[src/rtl/if_fetch_unit_pkg.sv]
// Shared types and constants for the instruction-fetch stage.
// Fetch FSM states, IF/ID bundle layout and the bubble encoding.
package if_fetch_unit_pkg;

  typedef enum logic [1:0] {
    S_REQ,
    S_WAIT,
    S_HOLD
  } fetch_state_e;

  localparam logic [5:0]  OPC_NOP   = 6'b000000;
  localparam logic [31:0] NOP_INSTR = {26'd0, OPC_NOP};
  localparam logic [31:0] PC_STEP   = 32'd4;

  typedef struct packed {
    logic [31:0] instr;
    logic [31:0] pc_next;
    logic        valid;
  } if_id_t;

  function automatic if_id_t if_id_bubble(
    input logic [31:0] nop
  );
    if_id_bubble = '{
      instr:   nop,
      pc_next: 32'd0,
      valid:   1'b0
    };
  endfunction

endpackage

[src/rtl/if_id_reg.sv]
// IF/ID pipeline register: holds on freeze, otherwise
// loads a fetched word or a NOP bubble every cycle.
module if_id_reg
  import if_fetch_unit_pkg::*;
#(
  parameter logic [31:0] NOP_WORD = 32'h0000_0000
) (
  input  logic        clk,
  input  logic        rst,
  input  logic        hold,
  input  logic        load,
  input  logic [31:0] d_instr,
  input  logic [31:0] d_pc_next,
  output if_id_t      q
);

  always_ff @(posedge clk or negedge rst) begin
    if (!rst) begin
      q <= if_id_bubble(NOP_WORD);
    end else if (!hold) begin
      if (load) begin
        q <= '{
          instr:   d_instr,
          pc_next: d_pc_next,
          valid:   1'b1
        };
      end else begin
        q <= if_id_bubble(NOP_WORD);
      end
    end
  end

endmodule

[src/rtl/if_fetch_unit.sv]
// Instruction-fetch stage: PC, single-outstanding imem
// handshake, kill of redirected fetches, IF/ID drive.
module if_fetch_unit
  import if_fetch_unit_pkg::*;
#(
  parameter logic [31:0] RESET_PC  = 32'h0000_0000,
  parameter logic [31:0] PC_STEP   =
    if_fetch_unit_pkg::PC_STEP,
  parameter logic [31:0] NOP_INSTR =
    if_fetch_unit_pkg::NOP_INSTR
) (
  input  logic        clk,
  input  logic        rst,
  input  logic        freeze,
  input  logic        branch_taken,
  input  logic [31:0] branch_addr,
  output logic        imem_req,
  output logic [31:0] imem_addr,
  input  logic        imem_gnt,
  input  logic        imem_rvalid,
  input  logic [31:0] imem_rdata,
  output logic [31:0] instruction,
  output logic [31:0] PCOut,
  output logic        if_valid
);

  fetch_state_e state_q, state_d;
  logic [31:0]  pc_q, pc_d;
  logic [31:0]  hold_q;
  logic [31:0]  ld_instr;
  logic         kill_q, kill_d;
  logic         ld, cap, in_flight;
  if_id_t       ifid;

  always_ff @(posedge clk or negedge rst) begin
    if (!rst) begin
      state_q <= S_REQ;
      pc_q    <= RESET_PC;
      kill_q  <= 1'b0;
      hold_q  <= 32'd0;
    end else begin
      state_q <= state_d;
      pc_q    <= pc_d;
      kill_q  <= kill_d;
      if (cap) hold_q <= imem_rdata;
    end
  end

  // a request stays outstanding past this edge
  assign in_flight =
    (state_q == S_WAIT && !imem_rvalid) ||
    (state_q == S_REQ && imem_gnt);

  always_comb begin
    state_d  = state_q;
    pc_d     = pc_q;
    kill_d   = kill_q;
    ld       = 1'b0;
    cap      = 1'b0;
    ld_instr = imem_rdata;
    unique case (state_q)
      S_REQ: begin
        if (imem_gnt) state_d = S_WAIT;
      end
      S_WAIT: begin
        if (imem_rvalid) begin
          state_d = S_REQ;
          if (kill_q) begin
            kill_d = 1'b0;
          end else if (!freeze) begin
            ld = 1'b1;
          end else begin
            cap     = 1'b1;
            state_d = S_HOLD;
          end
        end
      end
      S_HOLD: begin
        if (!freeze) begin
          ld       = 1'b1;
          ld_instr = hold_q;
          state_d  = S_REQ;
        end
      end
      default: state_d = S_REQ;
    endcase
    if (ld) pc_d = pc_q + PC_STEP;
    if (branch_taken) begin
      pc_d    = branch_addr;
      ld      = 1'b0;
      cap     = 1'b0;
      kill_d  = in_flight;
      state_d = in_flight ? S_WAIT : S_REQ;
    end
  end

  if_id_reg #(
    .NOP_WORD (NOP_INSTR)
  ) u_if_id (
    .clk       (clk),
    .rst       (rst),
    .hold      (freeze && !branch_taken),
    .load      (ld),
    .d_instr   (ld_instr),
    .d_pc_next (pc_q + PC_STEP),
    .q         (ifid)
  );

  assign imem_req    = rst && (state_q == S_REQ);
  assign imem_addr   = pc_q;
  assign instruction = ifid.instr;
  assign PCOut       = ifid.pc_next;
  assign if_valid    = ifid.valid;

endmodule

[config.mk]
export PLATFORM = sky130hd
export DESIGN_NAME = if_fetch_unit
export DESIGN_NICKNAME = d
export VERILOG_FILES = /design/src/rtl/if_fetch_unit_pkg.sv /design/src/rtl/if_id_reg.sv /design/src/rtl/if_fetch_unit.sv
export SDC_FILE = /design/constraint.sdc
export NUM_CORES = 1
export LEC_CHECK = 0
export CAP_MARGIN = 20
export CORE_ASPECT_RATIO = 0.5
export CORE_MARGIN = 4
export CORE_UTILIZATION = 40
export CTS_CLUSTER_DIAMETER = 40
export DETAILED_ROUTE_END_ITERATION = 10
export PLACE_DENSITY = 0.7
export RECOVER_POWER = 100
export SYNTH_ARGS = -nofsm -noshare
export SYNTH_HDL_FRONTEND = slang
export SYNTH_SLANG_ARGS = --single-unit
[constraint.sdc]
create_clock -name clk -period 3.4 [get_ports clk]
set_clock_uncertainty 0.05 [all_clocks]
set_input_delay 0.68 -clock clk [delete_from_list [all_inputs] [get_ports clk]]
set_output_delay 0.68 -clock clk [all_outputs]
set_load 0.05 [all_outputs]
Word level (Yosys, flattened, before mapping). Index checks and enable logic that the tools add are counted.

Reductions and logical operators: 13. Equal/unequal tests: 5. Multiplexer cells: 26. Multipliers: 0. $add $sub $neg: 1. Divide/modulo/power cells: 0. Magnitude comparators: 0. Shift operators: 0. Bitwise gates (word level): 0.

Operator list (count): 2-to-1 mux 32 bit (4); 2-to-1 mux 65 bit (1); adder 32 x 3 -> 32 bit, second input constant (1); 2-to-1 mux 1 bit (13); 2-to-1 mux 2 bit (6); inequality test 3 bit, second input constant (3); case mux 2 bit (3 select lines) (1); nonzero test 2 bit (3); logical AND 1 bit (4); AND reduction 3 bit (1); equality test 2 x 1 -> 1 bit, second input constant (1); equality test 2 bit, second input constant (1); logical NOT 1 bit (2); logical NOT 2 bit (1); case mux 1 bit (2 select lines) (1); AND reduction 2 bit (1); logical OR 1 bit (1).

Output and inout bits: 98. Memories: 0. Logic and storage cells: 52. Bits in read-only memories: 0. Bits in writable memories: 0. Input bits: 70. Register bits after elaboration: 132. Bits in latches: 0.

Logic depth before layout (Yosys ltp). Gate-level depths: netlist of the first run.

Depth in word-level cells: 6. Mapped depth: 8. Mapped depth without buffers: 7.

Hierarchy. Synthesis of the first run repeated with hierarchy kept, for this count alone.

Cell total of the unflattened synthesis: 678. Area, all modules: 6595.1 sq um.

Modules (own cells, without submodules): if_fetch_unit (area each 4035.1 sq um, seq. area each 1676.6 sq um, cells an instance 399, times used 1); if_id_reg (area each 2560.0 sq um, seq. area each 1626.6 sq um, cells an instance 279, times used 1).

Worst setup path after synthesis of the first run. No wires, ideal clock.

Path type: register to register. From: reg pc_q[2] (netlist: imem_addr[2]). To: reg pc_q[30] (netlist: imem_addr[30]). Setup time: 0.083 ns. Buffers on the path: 0. Period minus slack after synthesis: 2.238 ns. Setup slack: 1.162 ns. Stages on the path, launching flop included: 7. Data arrival time: 2.105 ns. Data required time: 3.267 ns. Cells stage by stage: dfrtp_1 ha_1 nand3_1 nor3_2 nand4_1 xor2_1 o21ai_0.

Longest elaborated chain between the ends: 3.

Ends and longest elaborated chain: start, declared (RTL line if_fetch_unit.sv:28) `logic [31:0] pc_q, pc_d;`; start signal, assigned (RTL line if_fetch_unit.sv:43) `pc_q <= pc_d;`; adder 32 x 3 -> 32 bit (RTL line if_fetch_unit.sv:87) `if (ld) pc_d = pc_q + PC_STEP;`; 2-to-1 mux 32 bit (RTL line if_fetch_unit.sv:87); 2-to-1 mux 32 bit (RTL line if_fetch_unit.sv:88) `if (branch_taken) begin`.

Every way passes these cells. The select of a mux whose other input is x is not followed. A chain may end at the register's enable or synchronous reset.

Final worst setup path of the first run.
From: in freeze. To: reg pc_q[31] (netlist: imem_addr[31]).

Longest elaborated chain between the ends: 5.

Ends and longest elaborated chain: start, declared (RTL line if_fetch_unit.sv:14) `input logic freeze,`; 2-to-1 mux 1 bit * (RTL line if_fetch_unit.sv:70, if_fetch_unit.sv:79); 2-to-1 mux 1 bit (RTL line if_fetch_unit.sv:68) `if (kill_q) begin`; 2-to-1 mux 1 bit (RTL line if_fetch_unit.sv:66) `if (imem_rvalid) begin`; case mux 1 bit (2 select lines) * (RTL line if_fetch_unit.sv:61) `unique case (state_q)`; nonzero test 2 bit (no source line) *.

Mark *: on every way between the ends. The rest lies on a longest branch, timed or not.

==> results of run 1 <==
## logic make-up (layout without fill, tap and decap cells)
group           count (synthesis)  count (layout)  synth area share (%)
simple gates                  196             196                  15.1
xor+xnor                       55              55                  7.75
buf+inv                        44             214                  2.82
fa+ha+maj                       4               4                 0.805
flops                         132             132                  53.1
compound gates                100             100                  8.57
mux                            69              69                  11.8
## tightest hold or removal path: stages, from the launching register on
cell and delay, ps:
dfrtp_1 330, nand2_1 40, o21ai_0 60
## state kept, by name (all words and copies together) (netlist names)
name	flops
state_q	2
u_if_id.q	65
hold_q	32
kill_q	1
imem_addr	32
## synth_stat cells, types with 2 or more instances
library cell and number:
a22o_1 4, and2_1 3, and3_1 5, and4_1 3, buf_1 5, buf_2 2
clkbuf_1 25, clkbuf_2 3, dfrtp_1 132, ha_1 4, inv_1 8, mux2_2 35
mux2i_1 34, nand2_1 113, nand2b_1 4, nand3_1 24, nand4_1 15, nor2_1 11
nor2b_1 3, nor3_1 2, nor3_4 2, nor4_1 2, nor4_2 2, o21ai_0 88
xnor2_1 19, xor2_1 36
## how the worst max path moves through the flow
stage               slack (ps)       endpoint         start  cells after the start
floorplan                 1160  imem_addr[30]  imem_addr[2]                      6
global placement           820  u_if_id.q[30]   imem_rvalid                      6
detailed placement         780  u_if_id.q[35]  branch_taken                      5
CTS                        550       imem_req    state_q[1]                      4
global route               260   u_if_id.q[9]  branch_taken                      5
finish                     380  imem_addr[31]        freeze                      7
## area by class of cell
| class | instances | area [sq um] |
|---|---|---|
| flip-flops and latches | 132 | 3300 |
| clock inverters | 12 | 109 |
| multi-input cells | 424 | 2760 |
| repair buffers | 174 | 1710 |
| inverters | 8 | 30.0 |
| fillers | 1293 | 6210 |
| clock buffers | 20 | 447 |
| well taps | 198 | 248 |
## power breakdown
part	internal (mW)	total, mW	switching, mW	leakage, nW
sequential	1.85	2.03	0.184	1.72
clock	1.02	1.71	0.683	0.258
combinational	0.452	1.07	0.620	2.00
## cell usage in the layout (no fill, tap or decap), types with 19 or more instances in the layout
master,n
clkdlybuf4s50_1,65
dfrtp_1,132
dlygate4sd3_1,100
mux2_2,35
mux2i_1,34
nand2_1,112
nand3_1,23
o21ai_0,89
xnor2_1,19
xor2_1,36
## routing by layer
layer	track usage (%)	part of all wire (%)
met1	24.3	44
met2	31.8	51
met3	3.36	3.7
met4	5.47	0.93
met5	0	0
==> results.tsv, run 1 <==
metric	value	unit
worst hold margin	421	ps
final net count	831	
Crit-path slowest cell	clkbuf_1	
CP bufs+invs	2	
reg-to-reg critical path endpoint	imem_addr[31]	
Netlist cell types	42	
die area	17700	sq um
sequential fraction of the synthesis area	53.1	%
CTS Hold Bufs	0	
utilization after layout	58.1	%
startpoint types	input port	
routability cong.	0.774	
Fmax	332	MHz
Die H	96.2	microns
Post-Syn Nets	674	
# Max-Cap Violations	1	
layout cell share with drive strength beyond 1	10.9	%
EDFF count, synth	0	
first-pass GRT wire length	26.1	mm
crit path max fanout	26	
core area	14800	sq um
P_leak	3.98	nW
initial antenna violation count	0	
arrival time at the worst endpoint	3240	ps
reg2reg start	state_q[1]	
Initial Utilization	42.0	%
Worst R2R Path Depth	8	
Crit. End Element	flip-flop	
largest net degree at the start of global routing	133	
CTS Root Cell	clkbuf_16	
gr usage total	18.5	%
Post-CTS Setup Bufs	0	
Fin. Hold Viols	0	
Post-Syn Area per Cell	10.4	sq um
H-tree lvl count	4	
final wirelength	16.1	mm
Vias	4940	
1st-iter DRT viols	252	
hpwl dp	11.0	mm
max-slew violations	133	
vias per cell	5.10	
final instance area	8610	sq um
post-route setup slack	384	ps
Area Growth Syn to Fin	38.4	%
dpl cells	936	
Reg2Reg Setup Slack	510	ps
Synth Flop Type	dfrtp_1	
cts bufs inserted	17	
status	finished with violations	
clock sinks	132	
synthesized cell area	6220	sq um
fin crit share	88.7	%
CP Cell Sequence	dlygate4sd3_1 -> nand2b_1 -> a21oi_2 -> clkbuf_1 -> nand4_1 -> xnor2_1 -> mux2_2	
post-synthesis cell type with the largest combined area	dfrtp_1	
hold crit path type	reg -> reg	
remaining antenna violation count after routing	0	
grt total ovfl	0	
top-area cell type share of the netlist area	53.1	%
Yosys reg bits	132	
wire per inst	16.6	microns
Clock Path Buffers	2	
FFs w/ async S/R, synth	100	%
measured slew at the worst slew-check pin	1800	ps
Design Power	4.81	mW
row count	31	
Power Density	559	nW/um^2
DRC	0	
Clk pin slew, worst setup/hold paths	60	ps
RSZ-0062 raised after global routing	false	
final setup fails	0	
worst hold stages	2	
worst vdd ir	0.000382	V
number of global-route vias before repair	5150	
Die Wd	184	microns
CTS resizes	0	
Ports	168	
placement-stage cell area	8080	sq um
CTS tree	done	
failing checks	max-capacitance violations, max-slew violations	
critical path class	in -> reg	
hold worst-path end	u_if_id.q[48]	
final std cells w/o fill	968	
Cells after Synth	600	
Buffers on Ports	167	
pre-CTS setup slack	781	ps
HP Start	u_if_id.q[48]	
setup TNS	0	ps
CP required	3630	ps
Worst path max stage delay	950	ps
worst skew pair latency	400	ps
Area contributors post-synth	dfrtp_1 53%, o21ai_0 7.1%, nand2_1 6.8%	
min Tclk post-route	3020	ps
first drt pass iteration count	4	
Synth warnings	0	
Antenna diodes	0	
Slew HR	-19.8	%
CP top delay family	buffers and inverters	
(Power assumes the default switching activity.)
==> inputs of run 2 (changes only) <==
--- a/config.mk
+++ b/config.mk
@@ -11,7 +11,8 @@
 export CORE_UTILIZATION = 40
 export CTS_CLUSTER_DIAMETER = 40
 export DETAILED_ROUTE_END_ITERATION = 10
-export PLACE_DENSITY = 0.7
+export DONT_BUFFER_PORTS = 1
+export PLACE_DENSITY = 0.56
 export RECOVER_POWER = 100
 export SYNTH_ARGS = -nofsm -noshare
 export SYNTH_HDL_FRONTEND = slang
==> run 2 against run 1 <==
Net effect: highest routed layer unchanged; die area did not move; maximum frequency rose by 4.0%; utilization fell by 11 points; design area fell by 18%; critical path type is now reg -> reg; the run ends with negative hold slack, max-capacitance violations, max-slew violations left.
==> results.tsv, run 2 (synthesis gave the netlist of run 1 again) <==
metric	value	unit
die area	17700	sq um
Area Growth Syn to Fin	13.0	%
FF/Latch Area	3300	sq um
CP bufs+invs	1	
arrival time at the worst endpoint	3160	ps
core area	14800	sq um
hold crit path type	in -> async	
Die Wd	184	microns
commonest non-fill, non-tap cell in the layout	dfrtp_1	
Die H	96.2	microns
Worst path max stage delay	740	ps
CTS tree	done	
routability cong.	0.744	
max reg flops	65	
largest net degree at the start of global routing	134	
failing checks	negative hold slack, max-capacitance violations, max-slew violations	
# Max-Cap Violations	1	
status	finished with violations	
Ports	168	
CTS Root Cell	clkbuf_16	
1st-iter DRT viols	243	
wire per inst	19.0	microns
Worst R2R Path Depth	6	
clock sinks	132	
CP Cell Sequence	clkbuf_1 -> nand4_1 -> nor3_4 -> nand3_2 -> or4_1 -> o211ai_1	
Vias	4336	
CTS resizes	0	
Critical Path Stages	6	
most frequent cells in the layout	132 x dfrtp_1, 112 x nand2_1, 89 x o21ai_0	
reg-to-reg critical path endpoint	u_if_id.q[30]	
H-tree lvl count	4	
Clock Path Buffers	2	
Fmax	345	MHz
worst skew pair latency	400	ps
worst setup path start	imem_addr[9]	
startpoint types	flip-flop	
crit path max fanout	18	
Crit-path slowest cell	clkbuf_1	
Antenna diodes	0	
Fillers	1388	
first-pass GRT wire length	24.8	mm
min Tclk post-route	2900	ps
worst hold margin	-79.8	ps
Multi-input gate area	2740	sq um
placement-stage cell area	6460	sq um
Crit. End Element	flip-flop	
critical path class	reg -> reg	
Clk pin slew, worst setup/hold paths	60	ps
hpwl dp	10.1	mm
Slew HR	-10.3	%
Post-CTS Setup Bufs	0	
Fin. Hold Viols	131	
remaining antenna violation count after routing	0	
layout cell share with drive strength beyond 1	14.1	%
gr usage total	17.9	%
reg2reg start	imem_addr[9]	
measured slew at the worst slew-check pin	1650	ps
fin crit share	85.3	%
crit path capture	u_if_id.q[30]	
first drt pass iteration count	4	
P_leak	3.16	nW
RSZ-0062 raised after global routing	false	
number of global-route vias before repair	4426	
vias per cell	5.35	
row count	31	
Initial Utilization	42.0	%
Biggest register	u_if_id.q	
final wirelength	15.4	mm
Design Power	4.75	mW
grt total ovfl	0	
dpl cells	779	
worst vdd ir	0.000348	V
cts bufs inserted	17	
CP required	3660	ps
initial antenna violation count	0	
final instance area	7030	sq um
Reg2Reg Setup Slack	500	ps
final std cells w/o fill	810	
final net count	674	
Power Density	676	nW/um^2
setup TNS	0	ps
max-slew violations	33	
CP top delay family	simple AND/OR/NAND/NOR gates	
Buffers on Ports	0	
final setup fails	0	
DRC	0	
run 2: changes by cell type in the layout (fill, tap and decap cells not counted), moves of 2 or more:
cell	change
buf_4	+9
bufinv_16	+2
clkbuf_2	-2
clkdlybuf4s50_1	-65
clkinv_2	-2
dlygate4sd3_1	-100
inv_6	+4
run 2: worst reg2reg max path: cells and delay by family (launching register included):
family / cells / cell delay, ps
simple gates: 4 / 1610
buf+inv: 1 / 740
flops: 1 / 320
compound gates: 1 / 100
run 2: worst min-delay path by stage:
stage          slack, ps            end  cells past startpoint  startpoint
4_1_cts             -100   u_if_id.q[0]                      0         rst
6_report             -80  u_if_id.q[19]                      0         rst
2_1_floorplan        330      hold_q[0]                      0         rst
3_5_place_dp         340   u_if_id.q[0]                      0         rst
5_1_grt             -110  u_if_id.q[17]                      0         rst
3_3_place_gp         340   u_if_id.q[0]                      0         rst
run 2: power breakdown:
part / internal [mW] / switching [mW]
Clock: 1.16 / 0.728
Sequential: 1.84 / 0.387
Combinational: 0.297 / 0.337
Total: 3.30 / 1.45
run 2: per-layer routing:
metal	track usage [%]	wire, microns	share of wire (%)
met3	6.23	1140	7.4
met2	29.3	7290	47
met4	4.86	118	0.77
met1	22.8	6830	44
met5	0	0	0
run 2: area by class of cell:
cell class,count,area share (%)
clock inverter,14,2.53
timing repair buffer,17,1.46
inverter,8,0.427
tap,198,3.53
clock buffer,17,6.05
sequential,132,47.0
multi-input combinational,424,39.0
run 2: stage by stage:
stage / util (%) / setup WS, ps
5_1_grt: 47.4 / 312
6_report: 47.4 / 500
3_3_place_gp: 43.6 / 916
2_1_floorplan: - / 1160
3_5_place_dp: 43.6 / 865
4_1_cts: 47.7 / 832
